[src/rtl/lcd_timing_gen.sv]
// -----------------------------------------------------------------------------
// lcd_timing_gen
//   Parametrised RGB-LCD timing generator. Produces the panel pixel clock,
//   hsync, vsync and den, requests pixels from the frame source by (x,y) and
//   registers the returned pixel onto color one pixel tick later.
//
//   Pipeline:
//     stage 0 : h/v counters, pix_req / pix_x / pix_y / frame_start
//     stage 1 : color, den, hsync, vsync (stage-0 decodes delayed one tick)
//
//   Optional build macro:
//     TEST_PATTERN_EN - adds input pattern_sel; when selected (sampled at
//                       frame start) stage 1 drives eight vertical colour bars
//                       instead of pixel_in. Timing is identical either way.
// -----------------------------------------------------------------------------
module lcd_timing_gen #(
  parameter int CLK_DIV  = 2,
  parameter int H_SYNC   = 1,
  parameter int H_BP     = 43,
  parameter int H_ACTIVE = 480,
  parameter int H_FP     = 2,
  parameter int V_SYNC   = 1,
  parameter int V_BP     = 12,
  parameter int V_ACTIVE = 272,
  parameter int V_FP     = 1,
  parameter bit HS_POL   = 1'b0,
  parameter bit VS_POL   = 1'b0,
  parameter int COLOR_W  = 16
) (
  input  logic                clk,
  input  logic                reset,
  input  logic                en,
`ifdef TEST_PATTERN_EN
  input  logic                pattern_sel,
`endif
  input  logic [COLOR_W-1:0]  pixel_in,
  output logic                pix_req,
  output logic [((H_ACTIVE > 1) ? $clog2(H_ACTIVE) : 1)-1:0] pix_x,
  output logic [((V_ACTIVE > 1) ? $clog2(V_ACTIVE) : 1)-1:0] pix_y,
  output logic                frame_start,
  output logic [COLOR_W-1:0]  color,
  output logic                hsync,
  output logic                vsync,
  output logic                den,
  output logic                clk_to_screen
);

  // ---------------------------------------------------------------------------
  // Derived geometry
  // ---------------------------------------------------------------------------
  localparam int H_TOT   = H_SYNC + H_BP + H_ACTIVE + H_FP;
  localparam int V_TOT   = V_SYNC + V_BP + V_ACTIVE + V_FP;
  localparam int H_START = H_SYNC + H_BP;
  localparam int H_END   = H_START + H_ACTIVE;
  localparam int V_START = V_SYNC + V_BP;
  localparam int V_END   = V_START + V_ACTIVE;

  localparam int HW   = (H_TOT > 1)    ? $clog2(H_TOT)    : 1;
  localparam int VW   = (V_TOT > 1)    ? $clog2(V_TOT)    : 1;
  localparam int XW   = (H_ACTIVE > 1) ? $clog2(H_ACTIVE) : 1;
  localparam int YW   = (V_ACTIVE > 1) ? $clog2(V_ACTIVE) : 1;
  localparam int DW   = $clog2(CLK_DIV);
  localparam int HALF = CLK_DIV / 2;

  localparam logic [0:0] ST_IDLE = 1'b0;
  localparam logic [0:0] ST_RUN  = 1'b1;

  // ---------------------------------------------------------------------------
  // Decode helpers (integer compares so H_END == H_TOT never overflows HW bits)
  // ---------------------------------------------------------------------------
  function automatic logic h_in_active(input logic [HW-1:0] h);
    return (int'(h) >= H_START) && (int'(h) < H_END);
  endfunction

  function automatic logic v_in_active(input logic [VW-1:0] v);
    return (int'(v) >= V_START) && (int'(v) < V_END);
  endfunction

  function automatic logic h_in_sync(input logic [HW-1:0] h);
    return int'(h) < H_SYNC;
  endfunction

  function automatic logic v_in_sync(input logic [VW-1:0] v);
    return int'(v) < V_SYNC;
  endfunction

  function automatic logic [XW-1:0] col_of(input logic [HW-1:0] h);
    logic [HW-1:0] d;
    d = h - HW'(H_START);
    return XW'(d);
  endfunction

  function automatic logic [YW-1:0] row_of(input logic [VW-1:0] v);
    logic [VW-1:0] d;
    d = v - VW'(V_START);
    return YW'(d);
  endfunction

  // ---------------------------------------------------------------------------
  // State
  // ---------------------------------------------------------------------------
  logic [DW-1:0] div_cnt;
  logic [DW-1:0] div_n;
  logic          pix_ce;

  logic [0:0]    state;
  logic [0:0]    state_n;
  logic [HW-1:0] h_cnt;
  logic [HW-1:0] h_n;
  logic [VW-1:0] v_cnt;
  logic [VW-1:0] v_n;
  logic          end_of_frame;
  logic          frame_load;
  logic          stay_run;
  logic          run_n;

  logic [COLOR_W-1:0] stage1_pix;

  // ---------------------------------------------------------------------------
  // Optional colour-bar source
  // ---------------------------------------------------------------------------
`ifdef TEST_PATTERN_EN
  logic pattern_on;

  // Bar colours as wired on the panel: white, red, green, blue, repeated,
  // with black in the last slot.
  function automatic logic [15:0] bar_rgb565(input logic [XW-1:0] x);
    int bar;
    bar = (int'(x) * 8) / H_ACTIVE;
    case (bar)
      0, 4:    return 16'hffff;
      1, 5:    return 16'h001f;
      2, 6:    return 16'h07e0;
      3:       return 16'hf800;
      default: return 16'h0000;
    endcase
  endfunction

  // Pattern selection only changes on the tick that starts a frame, so a
  // frame is never half pattern, half live data.
  always_ff @(posedge clk or negedge reset) begin
    if (!reset) begin
      pattern_on <= 1'b0;
    end else if (frame_load) begin
      pattern_on <= pattern_sel;
    end
  end

  // Pixel source for stage 1: bars keyed on the column being presented.
  always_comb begin
    stage1_pix = pattern_on ? COLOR_W'(bar_rgb565(pix_x)) : pixel_in;
  end
`else
  // Pixel source for stage 1: always the caller's data.
  always_comb begin
    stage1_pix = pixel_in;
  end
`endif

  // ---------------------------------------------------------------------------
  // Next-state logic: divider, run/idle control, h/v counters
  // ---------------------------------------------------------------------------
  // NOTE: every signal written here gets a default first, so no path leaves it
  // unassigned and no latch is inferred.
  always_comb begin
    pix_ce       = (div_cnt == DW'(CLK_DIV - 1));
    div_n        = pix_ce ? '0 : div_cnt + DW'(1);
    end_of_frame = (h_cnt == HW'(H_TOT - 1)) && (v_cnt == VW'(V_TOT - 1));
    state_n      = state;
    h_n          = h_cnt;
    v_n          = v_cnt;
    frame_load   = 1'b0;

    if (pix_ce) begin
      case (state)
        ST_IDLE: begin
          if (en) begin
            state_n    = ST_RUN;
            h_n        = '0;
            v_n        = '0;
            frame_load = 1'b1;
          end
        end
        default: begin
          if (end_of_frame) begin
            // A frame always runs to completion; en only decides whether
            // another one follows.
            h_n = '0;
            v_n = '0;
            if (en) begin
              frame_load = 1'b1;
            end else begin
              state_n = ST_IDLE;
            end
          end else if (h_cnt == HW'(H_TOT - 1)) begin
            h_n = '0;
            v_n = v_cnt + VW'(1);
          end else begin
            h_n = h_cnt + HW'(1);
          end
        end
      endcase
    end

    run_n    = (state_n == ST_RUN);
    // Stage 1 only carries real decodes between two running ticks; entering
    // or leaving RUN presents the idle (reset) levels on the pins.
    stay_run = (state == ST_RUN) && run_n;
  end

  // ---------------------------------------------------------------------------
  // Pixel divider and panel clock: clk_to_screen rises half way through the
  // tick and falls on the pix_ce edge, so the panel samples mid-tick.
  // ---------------------------------------------------------------------------
  // NOTE: all state in always_ff uses non-blocking assignments so every
  // register samples pre-edge values regardless of statement order.
  always_ff @(posedge clk or negedge reset) begin
    if (!reset) begin
      div_cnt       <= '0;
      clk_to_screen <= 1'b0;
    end else begin
      div_cnt       <= div_n;
      clk_to_screen <= (state == ST_RUN) && (div_n >= DW'(HALF));
    end
  end

  // ---------------------------------------------------------------------------
  // Stage 0: run state, counters and the pixel request for the coming tick
  // ---------------------------------------------------------------------------
  always_ff @(posedge clk or negedge reset) begin
    if (!reset) begin
      state       <= ST_IDLE;
      h_cnt       <= '0;
      v_cnt       <= '0;
      pix_req     <= 1'b0;
      pix_x       <= '0;
      pix_y       <= '0;
      frame_start <= 1'b0;
    end else begin
      frame_start <= frame_load;
      if (pix_ce) begin
        state <= state_n;
        h_cnt <= h_n;
        v_cnt <= v_n;
        if (run_n && h_in_active(h_n) && v_in_active(v_n)) begin
          pix_req <= 1'b1;
          pix_x   <= col_of(h_n);
          pix_y   <= row_of(v_n);
        end else begin
          pix_req <= 1'b0;
          pix_x   <= '0;
          pix_y   <= '0;
        end
      end
    end
  end

  // ---------------------------------------------------------------------------
  // Stage 1: LCD pins, one pixel tick behind the request
  // ---------------------------------------------------------------------------
  always_ff @(posedge clk or negedge reset) begin
    if (!reset) begin
      color <= '0;
      den   <= 1'b0;
      hsync <= ~HS_POL;
      vsync <= ~VS_POL;
    end else if (pix_ce) begin
      if (stay_run) begin
        color <= pix_req ? stage1_pix : '0;
        den   <= pix_req;
        hsync <= h_in_sync(h_cnt) ? HS_POL : ~HS_POL;
        vsync <= v_in_sync(v_cnt) ? VS_POL : ~VS_POL;
      end else begin
        color <= '0;
        den   <= 1'b0;
        hsync <= ~HS_POL;
        vsync <= ~VS_POL;
      end
    end
  end

endmodule
[config.mk]
export PLATFORM = sky130hd
export DESIGN_NAME = lcd_timing_gen
export DESIGN_NICKNAME = d
export VERILOG_FILES = /design/src/rtl/lcd_timing_gen.sv
export SDC_FILE = /design/constraint.sdc
export NUM_CORES = 1
export LEC_CHECK = 0
export CAP_MARGIN = 20
export CELL_PAD_IN_SITES_DETAIL_PLACEMENT = 1
export CELL_PAD_IN_SITES_GLOBAL_PLACEMENT = 1
export CORE_ASPECT_RATIO = 1.1
export CORE_MARGIN = 3
export CORE_UTILIZATION = 37
export DETAILED_ROUTE_END_ITERATION = 7
export PLACE_DENSITY = 0.79
export SETUP_SLACK_MARGIN = 0.2
export SLEW_MARGIN = 10
export SYNTH_ARGS = -nofsm -noshare
export SYNTH_HDL_FRONTEND = slang
export SYNTH_SLANG_ARGS = --single-unit
[constraint.sdc]
create_clock -name clk -period 2.9 [get_ports clk]
set_input_delay 0.435 -clock clk [delete_from_list [all_inputs] [get_ports clk]]
set_output_delay 0.435 -clock clk [all_outputs]
set_load 0.05 [all_outputs]
### Yosys cells after proc, flatten, opt, wreduce, memory -nomap -nowiden

Cells that the tools add are included.

* bits in registers: 61
* bits in latches: 0
* RAM bits: 0
* memory bits (read-only): 0
* input bits: 19
* output and inout port bits: 40
* word-level logic and storage cells: 62
* memories: 0

* add/subtract/negate cells: 5
* $mul: 0
* div/mod/pow operators: 0
* order comparisons: 7
* equality and inequality tests: 2
* shift-type cells: 0
* multiplexer cells: 28
* bitwise gates (word level): 0
* reduce and logical (&&, ||, !) cells: 7

Operators with widths (number)
* $mux 9: 7
* $mux 10: 5
* $mux 16: 2
* $mux 1: 14
* $add 10x1->10 const B: 1
* $eq 10x10->1 const B: 1
* $ge 10x6->1 const B: 1
* $lt 10x1->1 const B: 1
* $lt 10x10->1 const B: 1
* $add 9x1->9 const B: 1
* $eq 9x9->1 const B: 1
* $ge 9x4->1 const B: 1
* $lt 9x1->1 const B: 1
* $lt 9x9->1 const B: 1
* $sub 9x4->9 const B: 1
* $sub 9x6->9 const B: 1
* $logic_and 1x1->1: 7
* $add 1x1->1 const B: 1
* $ge 1x1->1 const B: 1

### Depth between registers and ports, before layout

* depth in word-level cells: 10
* gate-level depth with buffers: 15
* gate-level depth less buffers: 13

### Least setup slack after synthesis

Ideal clock, no wire load.

* path kind: reg2reg
* start: register h_cnt[0]
* end: register pix_x[1] (netlist bit)
* library setup time: 146 ps
* data arrival time: 2952 ps
* required time: 2754 ps
* setup slack: -198 ps
* stages on the path, launching flop included: 15
* path buffers: 4
* period minus slack after synthesis: 3098 ps
* path through: dfrtp_1 ha_1 and4_1 clkbuf_1 nand4_1 clkbuf_1 o21ai_0 o31ai_1 inv_1 ha_1 o311ai_1 a221o_1 buf_6 buf_12 o32ai_2

* word-level cells in the longest chain between the ends: 10
* elaborated cells on any way between the ends: 25
* those cells by class: 2 x add/sub; 4 x order compare; 1 x eq/ne; 13 x mux; 5 x reduce/logical

Ends and longest elaborated chain
* start, declared: line 108 `logic [HW-1:0] h_cnt;`
* start signal, assigned: line 243 `h_cnt <= h_n;`
* $add 10x1->10 / $eq 10x10->1 (equally long branches): line 199, 168, 195
* $mux 10 / $logic_and 1x1->1 (equally long branches): line 195, 168
* $mux 10: line 185 `if (end_of_frame) begin`
* $mux 10: line 175 `case (state)`
* $mux 10: line 174 `if (pix_ce) begin`
* $ge 10x6->1 / $lt 10x10->1 (equally long branches): line 72 `return (int'(h) >= H_START) && (int'(h) < H_END);`
* $logic_and 1x1->1: line 72
* $logic_and 1x1->1 (2 in a row): line 245 `if (run_n && h_in_active(h_n) && v_in_active(v_n)) begin`
* $mux 9 (*): line 245
* end signal, assigned: line 247 `pix_x <= col_of(h_n);`
* end, declared: line 38 `output logic [((H_ACTIVE > 1) ? $clog2(H_ACTIVE) : 1)-1:0] pix_x,`

Mark *: on every way between the ends. The rest lies on a longest branch, timed or not.
A chain may end at the register's enable or synchronous reset.

### Worst setup path in the final report

* start: register div_cnt
* end: register pix_x[7] (netlist bit)

* word-level cells in the longest chain between the ends: 6
* elaborated cells on any way between the ends: 13
* those cells by class: 1 x add/sub; 4 x order compare; 4 x mux; 4 x reduce/logical

Ends and longest elaborated chain
* start, declared: line 102 `logic [DW-1:0] div_cnt;`
* start signal, assigned: line 222 `div_cnt <= div_n;`
* $mux 10 (*): line 174
* net h_n[3]: line 109 `logic [HW-1:0] h_n;`
* $ge 10x6->1 / $lt 10x10->1 (equally long branches): line 72
* $logic_and 1x1->1: line 72
* $logic_and 1x1->1 (2 in a row): line 245
* $mux 9 (*): line 245

The timed path passes the listed nets; every way through them passes the cells marked *.

==> impl_metrics.tcl <==
set metrics [dict create \
    rows 36 \
    yosysMostFrequentCell "dfrtp_1" \
    leakagePower_uw 0.002409 \
    synth_cell_types 68 \
    vias 4135 \
    first_pass_iters 5 \
    overflow 0 \
    clock_latency_ps 390 \
    peakVddDrop_mv 0.2532 \
    hold_violations 0 \
    grt_pass1_vias 4262 \
    root_buffer "clkbuf_8" \
    syn_inst 340 \
    ys_warn_count 0 \
    cts_buffer_depth 2 \
    stdcell_count 622 \
    drc_errors 0 \
    synthArstFlopShare_pct 100.0 \
    cts_tree "built" \
    yosysTopAreaCell "dfrtp_1" \
    grt_setup_unrepaired "true" \
    pin_count 59 \
    fin_crit_ps 3341 \
    die_area_sq_um 10530 \
    hold_ws_ps 70.47 \
    htree_levels 3 \
    wl_met2_mm 9.469 \
    drive_gt1_share_pct 40.55 \
    die-width_um 98.13 \
    cp_cell_sequence "and2_1 > a41oi_1 > a31oi_2 > buf_4 > a21boi_0 > nor4_1 > nor4b_1 > o32ai_2" \
    outcome "finished, violations left" \
    area_growth_pct 61.93 \
    holdBufCountCts 0 \
    setup-violations-final 19 \
    synth_edf_count 0 \
    clk_pin_slew_worst_paths_ps 100 \
    hp-class "input port to asynchronous set/reset pin" \
    path_max_fanout 6 \
    dpl.cell_count 570 \
    max_freq_ghz 0.2993 \
    fin_skew_ps 28.22 \
    nNetsFinal 530 \
    antenna_found_initial 0 \
    wl_met1_mm 7.290 \
    first_iter_violations 442 \
    endpoint_kind "flop" \
    grtUsageTotal_pct 30.94 \
    gp_congestion 0.8851 \
    drv_cap 0 \
    initial_core_util_pct 38.54 \
    yosys.area.top_type_share_pct 42.74 \
    powerDensity_nw_per_um2 327.9 \
    power_uw 1834 \
    violations "negative setup slack" \
    wirelength_mm 19.61 \
    grt_max_degree 28 \
    post-route-util_pct 62.41 \
    timing_worst_slew_pin_value_ps 956.8 \
    ys_ff_latch 61 \
    clock-sinks 61 \
    fillers 915 \
    syn_avg_cell_area_sq_um 10.16 \
    arrival_ps 3560 \
    synth_commonest_cells "dfrtp_1 (59), inv_1 (32), nand2_1 (28), a22o_1 (16), clkbuf_1 (15)" \
    maxUsedRoutingLayer "met4" \
    startpoint_type "flop" \
    critPathSlowestCell "nor4b_1" \
    die_y_um 107.3 \
    dp_hpwl_mm 9.210 \
    max_slew_margin_pct 35.38 \
    setup.worst_path.class "flop to flop" \
    netlist_area_sq_um 3455 \
    synth_area_leaders "dfrtp_1 (43%), o32ai_2 (4.2%), a22o_1 (4.1%), inv_1 (3.5%), nand2_1 (3.0%)" \
    met3_length_mm 1.688 \
    dpl_worst_slack_ps -248.2 \
    cp.required_ps 3120 \
    max_stage_delay_ps 710 \
    post_drt_wl_per_cell_um 31.52 \
    synth_fp_nets 367 \
    seq_area_frac_synth_pct 44.26 \
    ant_nets 0 \
    min_period_over_period_pct 115.2 \
    slew_viol_final 0 \
    synth_ff_type "dfrtp_1" \
    core_sq_um 8964 \
    cts_made_buffers 9 \
    grt_pass1_wl_mm 25.07 \
    port_buffers 58 \
    fin_ws_ps -441.1 \
    antenna_cells 0 \
    avgViaCountPerCell 6.648 \
]
power breakdown:
| group | internal (uW) | total, uW | switching [uW] |
|---|---|---|---|
| Combinational | 23.3 | 50.4 | 27.1 |
| Sequential | 850 | 850 | 0 |
| Clock | 485 | 934 | 448 |
stage by stage:
step	TNS [ps]	area, sq um
6_report	-6476	5594
5_1_grt	-7649	5594
4_1_cts	-877.3	5280
3_5_place_dp	-3807	4741
3_3_place_gp	-1914	4741
2_1_floorplan	0	3558
cell usage in the layout, fill, tap and decap left out, types with 6 or more instances in the layout:
cell type,synthesis,layout
a22o_1,16,16
a31oi_1,9,7
buf_4,1,104
buf_6,3,11
clkbuf_8,0,9
clkdlybuf4s50_1,0,57
dfrtp_1,59,58
inv_1,32,30
nand2_1,28,27
nand3_1,9,9
nand4_1,6,6
nor2_1,12,11
o21ai_0,11,7
o32ai_2,9,13
critical path: cells and delay by family (launching register included):
kind	cells	cell delay [ps]
AOI/OAI and AO/OA	4	1310
buffers and inverters	1	150
DFF	1	430
and+or+nand+nor	3	1290
metal layers:
| layer | track usage, % | up-vias |
|---|---|---|
| met3 | 6.805 | 103 |
| met2 | 52.87 | 323 |
| met5 | 0 | - |
| met1 | 37.49 | 2084 |
| li1 | - | 1625 |
| met4 | 13.66 | 0 |
area by class of cell:
type / instances / area, sq um / share of cell area (%)
Clock buffer: 10 / 127.6 / 2.281
Timing Repair Buffer: 174 / 1500 / 26.82
Clock inverter: 6 / 87.58 / 1.566
Sequential cell: 61 / 1530 / 27.35
Multi-Input combinational cell: 225 / 2086 / 37.28
Tap cell: 114 / 142.6 / 2.550
Inverter: 32 / 120.1 / 2.147
cell families after synthesis:
logic type	synth area share [%]
buffers and inverters	7.570
adders and majority gates	2.898
xor gates and xnor gates	2.282
DFF	44.26
AOI/OAI and AO/OA	27.67
and+or+nand+nor	15.32
worst paths after layout:
check	start	endpoint	slack, ps	cells past startpoint
setup / recovery	div_cnt$_DFF_PN0_	pix_x[7]$_DFFE_PN0P_	-440	8
hold / removal	reset	pix_x[0]$_DFFE_PN0P_	70	1
setup reg to reg	div_cnt$_DFF_PN0_	pix_x[7]$_DFFE_PN0P_	-440	8
hold reg to reg	vsync$_DFFE_PN1P_	vsync$_DFFE_PN1P_	500	2
max in group asynchronous	reset	vsync$_DFFE_PN1P_	2030	2
min in group clk	vsync$_DFFE_PN1P_	vsync$_DFFE_PN1P_	500	2
state kept, by name (all words and copies together) (netlist names), 9 cells and up:
signal and flops:
pix_x 9, pix_y 9, h_cnt 10, color 16, v_cnt 9
what timing repair did:
action,CTS,global route
gates resized for setup,28,36
setup endpoints to repair,19,19
cloned,2,1
pin swaps,9,19
buffers inserted,20,13
Note: power is estimated with default switching activity, not from simulation.
==> edit 1 (config.mk and constraints unchanged) <==
Change the parameter `HS_POL` from 1'b0 to 1'b1.
--- a/src/rtl/lcd_timing_gen.sv
+++ b/src/rtl/lcd_timing_gen.sv
@@ -24,5 +24,5 @@
   parameter int V_ACTIVE = 272,
   parameter int V_FP     = 1,
-  parameter bit HS_POL   = 1'b0,
+  parameter bit HS_POL   = 1'b1,
   parameter bit VS_POL   = 1'b0,
   parameter int COLOR_W  = 16
Function: changed (a bounded check fails within 4 cycles, from zero or initial values and one cycle with reset low).
==> edit 1 against the unedited design <==
  * Wire length is 20% lower
  * Area after synthesis is 0.29% higher
  * The flow still finishes with violations (setup timing)
  * Synthesized cell count is 1.5% higher
  * Worst setup slack better by 0.14 ns
  * Design area is 5.7% lower
  * Sequential cell count stayed put
Power is not compared: it rests on default switching activity, and its combinational part moved more than twofold at a synthesized area within 25%.
==> edit 1: results (changes against the unedited design) <==
- Status: finished, violations left (unchanged)
- Clock transition at path regs: roughly 0.09 ns
- Total Wirelength: 15.68 mm (was 19.61 mm)
- CTS H-tree depth: 3 (unchanged)
- Setup TNS: -4.224 ns (was -6.476 ns)
- Most frequent cells after synthesis: 60 x dfrtp_1, 40 x inv_1, 18 x nand2_1, 18 x o32ai_1, 16 x a22o_1 (was 59 x dfrtp_1, 32 x inv_1, 28 x nand2_1, 16 x a22o_1, 15 x clkbuf_1)
- CTS Buffer Depth: 2 (unchanged)
- Gpl congestion: 0.9022 (was 0.8851)
- VDD IR max: between 200 and 300 µV
- Failing checks: setup timing (unchanged)
- Num CTS Buffers: 9 (unchanged)
- Worst Hold Margin: 0.1704 ns (was 0.07047 ns)
- First-pass GRT wire length: 19.95 mm (was 25.07 mm)
- R2R depth: 11 (was 8)
- Mapped Nets: 372 (was 367)
- Initial DRC count: 248 (was 442)
- # fillers: 955 (was 915)
- Fraction of layout cells with a size suffix above 1: 0.3284 (was 0.4055)
- R2R Path End: pix_y[3]$_DFFE_PN0P_ (was pix_x[7]$_DFFE_PN0P_)
- DRT Pass-1 Iters: 4 (was 5)
- Switch share: 0.2579
- Leak Pwr: 2.207 nW
- Vias in the first global route: 3649 (was 4262)
- Worst path arrival time: 3.44 ns (was 3.56 ns)
- Total global-route track usage: 0.2411 (was 0.3094)
- CP startpoint: h_cnt[5]$_DFFE_PN0P_ (was div_cnt$_DFF_PN0_)
- Routed vias/inst: 6.208 (was 6.648)
- Final worst setup slack: -0.2968 ns (was -0.4411 ns)
- Crit end category: flop (unchanged)
- Top flop regs: color (16), h_cnt (10) (unchanged)
- Final clock skew: 0.01697 ns (was 0.02822 ns)
- Dominant cells by area after synthesis: dfrtp_1 43%, o32ai_1 4.6%, inv_1 4.3% (was dfrtp_1 43%, o32ai_2 4.2%, a22o_1 4.1%)
- HPWL after DPL: 8.422 mm (was 9.210 mm)
- Top delay family on crit path: simple AND/OR/NAND/NOR gates (was compound AO/OA/AOI/OAI gates)
- Root buf cell: clkbuf_8 (unchanged)
- CP peak stage delay: 0.62 ns (was 0.71 ns)
- # diodes: 0 (unchanged)
- Port Buffer Count: 58 (unchanged)
- Final nets: 494 (was 530)
- Ys Warns: 0 (unchanged)
- Ys async rst share: 1.000 (unchanged)
- Post-synthesis sequential area ratio: 0.4410 (was 0.4426)
- Initial antenna violation count: 0 (unchanged)
- Netlist cell types: 72 (was 68)
- Slew HR: 0.4205 (was 0.3538)
- HP Class: in2async (unchanged)
- Final setup vio count: 19 (unchanged)
- Worst skew pair latency: 0.37 ns (was 0.39 ns)
- Crit-path max FO: 5 (was 6)
- Critical-path top delay cell: or4_4 (was nor4b_1)
- Largest net degree at the start of global routing: 36 (was 28)
## edit 1: power by group through the flow
| stage | Combinational (mW) | Clock, mW | Sequential [mW] |
|---|---|---|---|
| global route | 0.132 | 0.910 | 0.870 |
| floorplan | 0.0104 | 0 | 0.925 |
| detailed placement | 0.124 | 0 | 0.884 |
| finish | 0.125 | 0.881 | 0.869 |
| CTS | 0.124 | 0.856 | 0.869 |
| global placement | 0.122 | 0 | 0.884 |
## edit 1: repair_timing
item | in CTS | in global routing
pin swaps | 3 | 22
gates cloned | 0 | 3
setup buffers | 5 | 18
endpoints found under the setup margin | 19 | 19
gates resized for setup | 8 | 40
## edit 1: worst min path at each step
stage                       from                       to  depth (start not counted)
6_report                   reset  clk_to_screen$_DFF_PN0_                          1
3_5_place_dp   hsync$_DFFE_PN0P_        hsync$_DFFE_PN0P_                          2
5_1_grt                    reset  clk_to_screen$_DFF_PN0_                          1
3_3_place_gp     den$_DFFE_PN0P_          den$_DFFE_PN0P_                          1
4_1_cts                    reset  clk_to_screen$_DFF_PN0_                          1
2_1_floorplan              reset  clk_to_screen$_DFF_PN0_                          0
## edit 1: cell type report
type	instances	area (µm²)	area share
repair buffers	134	1250	0.2371
flip-flops and latches	61	1529	0.2900
inverters	40	150.1	0.02848
clock inverters	7	90.09	0.01709
multi-input cells	221	1987	0.3768
well taps	114	142.6	0.02705
clock buffers	9	123.9	0.02349
## edit 1: per-layer routing
layer,track usage,up-vias,wire length (µm)
li1,-,1519,-
met5,0,-,0
met1,0.2911,1844,5790
met2,0.4159,217,8052
met4,0.08976,0,686
met3,0.06027,58,1148
## edit 1: kinds of logic (layout without fill, tap and decap cells)
group / Yosys count / in the layout / synth area share
compound gates: 98 / 98 / 0.2449
mux: 3 / 3 / 0.009029
buf+inv: 63 / 190 / 0.07439
fa+ha+maj: 8 / 8 / 0.02889
flops: 61 / 61 / 0.4410
simple gates: 99 / 99 / 0.1690
xor+xnor: 13 / 13 / 0.03286
## edit 1: through the flow
stage | setup slack [ns] | util | cell area (µm²) | cells
2_1_floorplan | 0.04412 | - | 3532 | 345
3_3_place_gp | 0.05141 | 0.5050 | 4549 | 544
3_5_place_dp | -0.08394 | 0.5050 | 4549 | 544
4_1_cts | -0.02025 | 0.5361 | 4830 | 565
5_1_grt | -0.3531 | 0.5853 | 5273 | 586
6_report | -0.2968 | 0.5853 | 5273 | 586
==> edit 2 (same settings) <==
Made on the original files. Put one more register stage on the output `vsync`, with the module's reset. The value now appears one clock later. The other outputs are not delayed to match.
--- a/src/rtl/lcd_timing_gen.sv
+++ b/src/rtl/lcd_timing_gen.sv
@@ -66,4 +66,6 @@
   localparam logic [0:0] ST_RUN  = 1'b1;
 
+  logic vsync_s0;
+
   // ---------------------------------------------------------------------------
   // Decode helpers (integer compares so H_END == H_TOT never overflows HW bits)
@@ -264,5 +266,5 @@
       den   <= 1'b0;
       hsync <= ~HS_POL;
-      vsync <= ~VS_POL;
+      vsync_s0 <= ~VS_POL;
     end else if (pix_ce) begin
       if (stay_run) begin
@@ -270,13 +272,21 @@
         den   <= pix_req;
         hsync <= h_in_sync(h_cnt) ? HS_POL : ~HS_POL;
-        vsync <= v_in_sync(v_cnt) ? VS_POL : ~VS_POL;
+        vsync_s0 <= v_in_sync(v_cnt) ? VS_POL : ~VS_POL;
       end else begin
         color <= '0;
         den   <= 1'b0;
         hsync <= ~HS_POL;
-        vsync <= ~VS_POL;
+        vsync_s0 <= ~VS_POL;
       end
     end
   end
 
+  always_ff @(posedge clk or negedge reset) begin
+    if (!reset) begin
+      vsync <= '0;
+    end else begin
+      vsync <= vsync_s0;
+    end
+  end
+
 endmodule
Formal check against the unedited RTL: not equivalent (a bounded check fails within 4 cycles, from zero or initial values and one cycle with reset low).
==> edit 2 against the unedited design <==
  * The run still ends with setup timing left
  * Worst setup slack improved by 0.13 ns
  * Wire length fell by 13%
  * Fmax increased by 4.1%
  * Sequential cell count rose by 1
  * First-iteration DRC count rose by 2.5%
  * Power rose by 3.9%
  * Area after synthesis up 0.72%
  * Design area down 1.3%
  * Count of clock-buffer cells in the layout rose by 4
  * Critical path type unchanged
==> edit 2: results (changes against the unedited design) <==
- Register Area: 0.001554 mm² (was 0.001530 mm²)
- Worst skew pair latency: 0.37 ns (was 0.39 ns)
- Post-synthesis sequential area ratio: 0.4466 (was 0.4426)
- HPWL after DPL: 8.384 mm (was 9.210 mm)
- NonClk Buf Share: 0.2507 (was 0.2682)
- Via count: 3867 (was 4135)
- Total global-route track usage: 0.3113 (was 0.3094)
- Failing checks: setup timing (unchanged)
- Mapped cell area: 0.003480 mm² (was 0.003455 mm²)
- VDD IR max: 315.5 µV (was 253.2 µV)
- # clock sinks: 62 (was 61)
- Clock transition at path regs: 0.08 ns (was 0.10 ns)
- First-pass GRT wire length: 25.05 mm (was 25.07 mm)
- Vias in the first global route: 4049 (was 4262)
- Status: finished, violations left (unchanged)
- CP peak stage delay: 0.42 ns (was 0.71 ns)
- Gpl congestion: 0.9222 (was 0.8851)
- Fraction of layout cells with a size suffix above 1: 0.3793 (was 0.4055)
- Multi-input comb cells: 224 (was 225)
- Logic pwr share: 0.024 (was 0.027)
- Dominant cells by area after synthesis: dfrtp_1 43%, o32ai_2 4.2%, a22o_1 4.0% (was dfrtp_1 43%, o32ai_2 4.2%, a22o_1 4.1%)
- Total Wirelength: 17.13 mm (was 19.61 mm)
- P_int: 1.489 mW (was 1.359 mW)
- Worst path arrival time: 3.47 ns (was 3.56 ns)
- Fraction of area in multi-input gates: 0.3746 (was 0.3728)
- Post-Synth XOR/XNOR Area: 0.02265 (was 0.02282)
- Routed vias/inst: 6.371 (was 6.648)
- Metal2 WL: 8.849 mm (was 9.469 mm)
- Clock buffer count: 14 (was 10)
- Post-Syn Instances: 341 (was 340)
- Netlist cell types: 68 (unchanged)
- Most frequent cells after synthesis: 60 x dfrtp_1, 32 x inv_1, 28 x nand2_1, 16 x a22o_1, 15 x clkbuf_1 (was 59 x dfrtp_1, 32 x inv_1, 28 x nand2_1, 16 x a22o_1, 15 x clkbuf_1)
- ClkCell Share: 0.04575 (was 0.03847)
- Inst Count DP: 563 (was 570)
- CP startpoint: h_cnt[1]$_DFFE_PN0P_ (was div_cnt$_DFF_PN0_)
- R2R depth: 12 (was 8)
- Final setup vio count: 19 (unchanged)
- Mapped Nets: 368 (was 367)
- Crit-path max FO: 19 (was 6)
- Final clock skew: 0.009986 ns (was 0.02822 ns)
- # fillers: 948 (was 915)
- Critical-path top delay cell: o41ai_1 (was nor4b_1)
- Compound-cell area share of the yosys netlist: 0.2747 (was 0.2767)
- Setup bufs post-CTS: 19 (was 20)
- Largest net degree at the start of global routing: 63 (was 28)
- Nonclk buf count: 159 (was 174)
- Post-CTS Resized: 37 (was 28)
- Grt ovf: 0 (unchanged)
- Leak Pwr: 2.368 nW (was 2.409 nW)
- R2R Path End: pix_x[8]$_DFFE_PN0P_ (was pix_x[7]$_DFFE_PN0P_)
- Synth Area in Adders: 0.02877 (was 0.02898)
- Final worst setup slack: -0.3082 ns (was -0.4411 ns)
- Slew HR: 0.4342 (was 0.3538)
[edit 2: changes by cell type in the layout (fill, tap and decap cells not counted), moves of 3 or more]
cell,unedited run,this run
o21ai_2,4,1
o21ai_1,2,5
clkbuf_8,9,14
buf_6,11,7
buf_4,104,92
[edit 2: stage by stage]
step / area (µm²) / utilization / hold slack (ns) / setup WS (ns) / power (mW)
finish: 5524 / 0.6132 / 0.2538 / -0.3082 / 1.906
global route: 5524 / 0.6132 / 0.3092 / -0.4111 / 1.944
CTS: 5355 / 0.5944 / 0.2914 / -0.09854 / 1.887
detailed placement: 4706 / 0.5224 / 0.3908 / -0.2493 / 0.9273
global placement: 4706 / 0.5224 / 0.3918 / -0.1293 / 0.9260
floorplan: 3583 / - / 0.1394 / 0.01982 / 0.8816
[edit 2: worst reg2reg max path, delay by kind of cell (launching register included)]
| kind | cells | cell delay, ns |
|---|---|---|
| compound gates | 4 | 1.38 |
| fa+ha+maj | 1 | 0.14 |
| buf+inv | 4 | 0.62 |
| flops | 1 | 0.41 |
| simple gates | 3 | 0.55 |
[edit 2: routing by layer]
layer | vias to the layer above | track usage
met3 | 73 | 0.04925
met1 | 1943 | 0.3702
met5 | - | 0
li1 | 1593 | -
met4 | 0 | 0.1346
met2 | 258 | 0.5536
[edit 2: logic make-up after synthesis]
family | count (synthesis)
buffers and inverters | 57
flip-flops | 62
XOR/XNOR | 9
AO/OA/AOI/OAI | 108
adder cells (fa/ha/maj) | 8
AND/OR/NAND/NOR | 97
[edit 2: power by group through the flow]
stage               Sequential, mW  Clock [mW]  Combinational [mW]
floorplan                    0.881           0            0.000470
global placement             0.881           0              0.0451
detailed placement           0.881           0              0.0464
CTS                          0.864       0.976              0.0469
global route                 0.864        1.03              0.0502
finish                       0.864       0.996              0.0467
